[src/rtl/piece_controller.sv]
`default_nettype none
//==============================================================================
// Module  : piece_controller
// Purpose : Active-tetromino sequencer. Latches moves, runs the collision
//           checker handshake, applies one move per check, locks and spawns.
// Rev     : 1.0  initial release
//==============================================================================
module piece_controller #(
    parameter logic [4:0] SPAWN_X = 5'd4,
    parameter logic [5:0] SPAWN_Y = 6'd0
) (
    input  logic       clk,
    input  logic       resetn,
    input  logic       key_left,
    input  logic       key_right,
    input  logic       key_rotate,
    input  logic       key_drop,
    input  logic       tick,
    input  logic [2:0] new_block,
    input  logic       col_left,
    input  logic       col_right,
    input  logic       col_down,
    input  logic       col_rotate,
    input  logic       col_complete,
    input  logic       lock_ack,
    output logic       col_enable,
    output logic [4:0] X_anchor,
    output logic [5:0] Y_anchor,
    output logic [2:0] block,
    output logic [1:0] curr_rotation,
    output logic       lock_req,
    output logic       block_take,
    output logic       game_over
);

    localparam logic [2:0] c_st_spawn    = 3'd0;
    localparam logic [2:0] c_st_idle     = 3'd1;
    localparam logic [2:0] c_st_check    = 3'd2;
    localparam logic [2:0] c_st_apply    = 3'd3;
    localparam logic [2:0] c_st_lock     = 3'd4;
    localparam logic [2:0] c_st_gameover = 3'd5;

    // Pending bit order doubles as service priority: rot > left > right > down
    localparam int c_p_rot   = 3;
    localparam int c_p_left  = 2;
    localparam int c_p_right = 1;
    localparam int c_p_down  = 0;

    logic [2:0] r_state;
    logic [2:0] w_state_next;
    logic [3:0] r_pend;
    logic [3:0] w_pend_set;
    logic [3:0] w_pend_clr;
    logic       r_drop;
    logic       r_col_left;
    logic       r_col_right;
    logic       r_col_down;
    logic       r_col_rotate;
    logic [4:0] r_x;
    logic [5:0] r_y;
    logic [2:0] r_block;
    logic [1:0] r_rot;
    logic       r_block_take;
    logic       w_serve_down;

    assign w_pend_set   = {key_rotate, key_left, key_right, key_drop | tick};
    assign w_serve_down = (r_pend[3:1] == 3'b000) && (r_pend[c_p_down] || r_drop);

    always_ff @(posedge clk or negedge resetn) begin
        if (!resetn) begin
            r_state <= c_st_spawn;
        end else begin
            r_state <= w_state_next;
        end
    end

    always_comb begin
        w_state_next = r_state;
        case (r_state)
            c_st_spawn:    w_state_next = c_st_idle;
            c_st_idle:     if ((|r_pend) || r_drop) w_state_next = c_st_check;
            c_st_check:    if (col_complete) w_state_next = c_st_apply;
            c_st_apply:    w_state_next = (w_serve_down && r_col_down) ? c_st_lock : c_st_idle;
            c_st_lock: begin
                if (lock_ack) begin
                    w_state_next = (r_y == SPAWN_Y) ? c_st_gameover : c_st_spawn;
                end
            end
            c_st_gameover: w_state_next = c_st_gameover;
            default:       w_state_next = c_st_spawn;
        endcase
    end

    always_comb begin
        col_enable = 1'b0;
        lock_req   = 1'b0;
        game_over  = 1'b0;
        case (r_state)
            c_st_check:    col_enable = 1'b1;
            c_st_lock:     lock_req   = 1'b1;
            c_st_gameover: game_over  = 1'b1;
            default:       ;
        endcase
    end

    always_comb begin
        w_pend_clr = 4'b0000;
        if (r_state == c_st_apply) begin
            if (r_pend[c_p_rot])        w_pend_clr = 4'b1000;
            else if (r_pend[c_p_left])  w_pend_clr = 4'b0100;
            else if (r_pend[c_p_right]) w_pend_clr = 4'b0010;
            else                        w_pend_clr = 4'b0001;
        end
    end

    // A new pulse in the APPLY cycle survives the clear of the same bit
    always_ff @(posedge clk or negedge resetn) begin
        if (!resetn) begin
            r_pend <= 4'b0000;
            r_drop <= 1'b0;
        end else if (r_state == c_st_spawn) begin
            r_pend <= 4'b0000;
            r_drop <= 1'b0;
        end else if (r_state != c_st_gameover) begin
            r_pend <= (r_pend & ~w_pend_clr) | w_pend_set;
            r_drop <= r_drop | key_drop;
        end
    end

    always_ff @(posedge clk or negedge resetn) begin
        if (!resetn) begin
            r_block      <= 3'd0;
            r_x          <= SPAWN_X;
            r_y          <= SPAWN_Y;
            r_rot        <= 2'd0;
            r_block_take <= 1'b0;
            r_col_left   <= 1'b0;
            r_col_right  <= 1'b0;
            r_col_down   <= 1'b0;
            r_col_rotate <= 1'b0;
        end else begin
            r_block_take <= 1'b0;
            case (r_state)
                c_st_spawn: begin
                    r_block      <= new_block;
                    r_x          <= SPAWN_X;
                    r_y          <= SPAWN_Y;
                    r_rot        <= 2'd0;
                    r_block_take <= 1'b1;
                end
                c_st_check: begin
                    if (col_complete) begin
                        r_col_left   <= col_left;
                        r_col_right  <= col_right;
                        r_col_down   <= col_down;
                        r_col_rotate <= col_rotate;
                    end
                end
                c_st_apply: begin
                    if (r_pend[c_p_rot]) begin
                        if (!r_col_rotate) r_rot <= r_rot + 2'd1;
                    end else if (r_pend[c_p_left]) begin
                        if (!r_col_left) r_x <= r_x - 5'd1;
                    end else if (r_pend[c_p_right]) begin
                        if (!r_col_right) r_x <= r_x + 5'd1;
                    end else if (w_serve_down && !r_col_down) begin
                        r_y <= r_y + 6'd1;
                    end
                end
                default: ;
            endcase
        end
    end

    assign X_anchor      = r_x;
    assign Y_anchor      = r_y;
    assign block         = r_block;
    assign curr_rotation = r_rot;
    assign block_take    = r_block_take;

endmodule
`default_nettype wire

[config.mk]
export PLATFORM = sky130hd
export DESIGN_NAME = piece_controller
export DESIGN_NICKNAME = d
export VERILOG_FILES = /design/src/rtl/piece_controller.sv
export SDC_FILE = /design/constraint.sdc
export NUM_CORES = 1
export LEC_CHECK = 0
export ABC_AREA = 1
export CORE_ASPECT_RATIO = 0.8
export CORE_MARGIN = 2
export CORE_UTILIZATION = 50
export CTS_CLUSTER_SIZE = 25
export DETAILED_ROUTE_END_ITERATION = 8
export PLACE_DENSITY = 0.79
export SLEW_MARGIN = 30
export SYNTH_ARGS = -nofsm -noshare
export SYNTH_HDL_FRONTEND = slang
export SYNTH_SLANG_ARGS = --single-unit
[constraint.sdc]
create_clock -name clk -period 1.7 [get_ports clk]
set_clock_uncertainty 0.05 [all_clocks]
set_input_delay 0.34 -clock clk [delete_from_list [all_inputs] [get_ports clk]]
set_output_delay 0.34 -clock clk [all_outputs]
set_load 0.02 [all_outputs]
==> summary.md <==
| Metric | Value |
|---|---|
| R2R depth | 5 |
| Clk_lat worst skew | ~280 ps |
| CP max-delay cell | clkdlybuf4s50_1 |
| Number of enable flip-flop cells after synthesis | 0 |
| Cts bufs inserted | 5 |
| Routability Congestion | slightly above 0.8 |
| Post-Syn Nets | 230 |
| Compound-gate portion of the synthesized area | 0.100 |
| Hold-fix buffers, CTS | 0 |
| WL final | 3550 µm |
| Vias in the first global route | 1377 |
| Avg Inst Size Synth | roughly 7.7 µm² |
| Synth Register Bits | 29 |
| ANT cells | 0 |
| Clock transition at path regs | about 60 ps |
| Die Y | around 55 µm |
| XOR/XNOR Fraction of Synth Area | 0.0164 |
| Synth cell count leaders | nand2_1 (73), dfrtp_1 (28), inv_1 (25), nor2_1 (16), o21ai_0 (12) |
| RSZ-0062 raised after global routing | no |
| DP HPWL | around 2600 µm |
| Mux contribution to synthesized area | 0 |
| Slew HR | 0.753 |
| # Max-Cap Violations | 0 |
| Largest net degree at the start of global routing | 30 |
| Total power | ~3.9 mW |
| Fmax | around 0.61 GHz |
| Final ANT Viol Nets | 0 |
| Power Dens Cells | 1810 nW/µm² |
| Critical Path AT | about 1300 ps |
| Longest Clk Path Bufs | 2 |
| Yosys top cell by area | dfrtp_1 |
| Worst path max stage delay | between 600 and 700 ps |
| TNS Setup | 0 ps |
| Status | finished, final reports clean |
| Hold Crit Class | primary input to asynchronous set/reset pin |
| Iteration-0 DRC Markers | around 120 |
| Synth top area cells | dfrtp_1 (44%), nand2_1 (17%), inv_1 (5.8%) |
| Area Growth Syn to Fin | 33.1% |
| Area of the multi-input gates | ~760 µm² |
| RR Endpoint | X_anchor[2] |
| Final setup violation count | 0 |
| Worst endpoint required time | roughly 1300 ps |
| Clock Tree Root | clkbuf_8 |
| Largest family of logic cells by synthesized area | simple AND/OR/NAND/NOR gates |
| Final slew viol count | 0 |
| Fin crit share | 0.969 |
| DRC viols | 0 |
| Synth Area in Adders | 0.0514 |
| Crit path time final | approximately 1600 ps |
| RR Startpoint | X_anchor[0] |
| Worst R2R Setup Slack | 130 ps |
| Library cells used by synthesis | 27 |
| WL per Instance | ~12 µm |
| Delay-heaviest family, CP | buffers and inverters |
| Total GRT Usage | 0.225 |
| Layout cells sized above 1 | 0.120 |
| Async set or reset register ratio after synthesis | 1.00 |
| Initial antenna violation count | 0 |
| Crit-path cells | clkdlybuf4s50_1 |
| Mapped cell area | 1610 µm² |
| Post-Place Cell Area | 2060 µm² |
| DIE AREA | about 3700 µm² |
| Via density | between 4 and 5 |
| Core Area | around 3000 µm² |
| Maximum vdd drop | around 1.1 mV |
| Count leader, synth | nand2_1 |
| CTS tree | yes |
| Layout Utilization | 0.693 |
| H-tree Lvls | 2 |
| Post-synthesis sequential area ratio | 0.452 |
| DR pass1 iterations | 4 |
| Total gr overflow | 0 |
| IO buf count | 35 |
| Final Instance Area | between 2000 and 2500 µm² |
| Register area | approximately 730 µm² |
| CP endpoint kind | primary output |
| # fillers | between 200 and 300 |
| First-pass GRT wire length | between 5000 and 6000 µm |
| Worst Tran Pin Value | 371 ps |
| Leakage | approximately 1.2 nW |
| Critical Path Fanout Max | 3 |
| Final Hold Vio Count | 0 |
| Yosys top cell area share | 0.436 |
| Post-Synth Simple-Gate Area | 0.305 |
| Post-synth top flop | dfrtp_1 |
| Startpoint Class | register |
| Chip width | between 60 and 70 µm |
| Rows | 18 |
| Vias | about 1500 |
| Mapped Cells | between 200 and 250 |
| Ys Warns | 0 |
| I/O pins | 36 |
| Crit path kind | register to primary output |
| Initial Util | 0.521 |
| Critical path buffers and inverters | 1 |
| Final net count | 280 |
| CTS Sinks | 29 |
## per-stage QoR
| step | instances | hold WS [ps] | worst slack, ps |
|---|---|---|---|
| finish | 299 | 384 | 52.6 |
| global route | 299 | 419 | 9.09 |
| CTS | 299 | 398 | 6.45 |
| detailed placement | 291 | 419 | 40.6 |
| global placement | 291 | 415 | 56.6 |
| floorplan | 208 | -5.59 | 113 |
## state kept, by name (all words and copies together), names as in the netlist
signal         cells
Y_anchor           6
X_anchor           5
r_pend             4
block              3
r_state            3
curr_rotation      2
block_take         1
r_col_down         1
r_col_left         1
r_col_right        1
r_col_rotate       1
r_drop             1
## metal layers
metal	vias to the layer above	routed length, µm	GRT usage
met2	33	1600	0.351
met5	-	0	0
li1	757	-	-
met1	660	1760	0.297
met3	5	142	0.0494
met4	0	51	0.112
## timing repair
item,in CTS,in global routing
resized for setup,14,5
buffers inserted,0,0
setup endpoints to repair,12,5
## power breakdown
| part | internal (mW) | switching [mW] |
|---|---|---|
| combinational | 0.848 | 1.25 |
| sequential | 0.981 | 0.212 |
| clock | 0.329 | 0.258 |
## worst max-delay path by stage
stage                     depth (start not counted)               end              from
after detailed placement                          4         game_over        r_state[1]
after CTS                                         1  curr_rotation[0]  curr_rotation[0]
after floorplan                                   7       X_anchor[4]       X_anchor[0]
after global placement                            4         game_over        r_state[1]
final                                             1  curr_rotation[1]  curr_rotation[1]
after global routing                              4        col_enable        r_state[2]
## layout make-up
class / count / share of cell area
Tap cell: 40 / 0.0234
Sequential cell: 29 / 0.340
Inverter: 27 / 0.0474
Multi-Input combinational cell: 150 / 0.355
Clock buffer: 8 / 0.0421
Timing Repair Buffer: 45 / 0.192
## kinds of logic after synthesis
group / count (synthesis)
flops: 29
xor+xnor: 3
fa+ha+maj: 6
compound gates: 27
simple gates: 114
buf+inv: 29
## placed cells by master (no fill, tap or decap), types with 2 or more instances in the layout
cell             count
a21oi_1              4
buf_4               10
clkbuf_1             2
clkbuf_2             2
clkbuf_8             6
clkdlybuf4s50_1     20
dfrtp_1             28
dlygate4sd2_1       10
dlymetal6s2s_1       3
ha_1                 5
inv_1               25
inv_2                2
nand2_1             73
nand2_2              2
nand3_1             11
nand3b_1             4
nand4_1              4
nor2_1              16
o21ai_0             12
o21ai_1              3
o21ai_2              5
xnor2_1              2
Note: power is estimated with default switching activity, not from simulation.
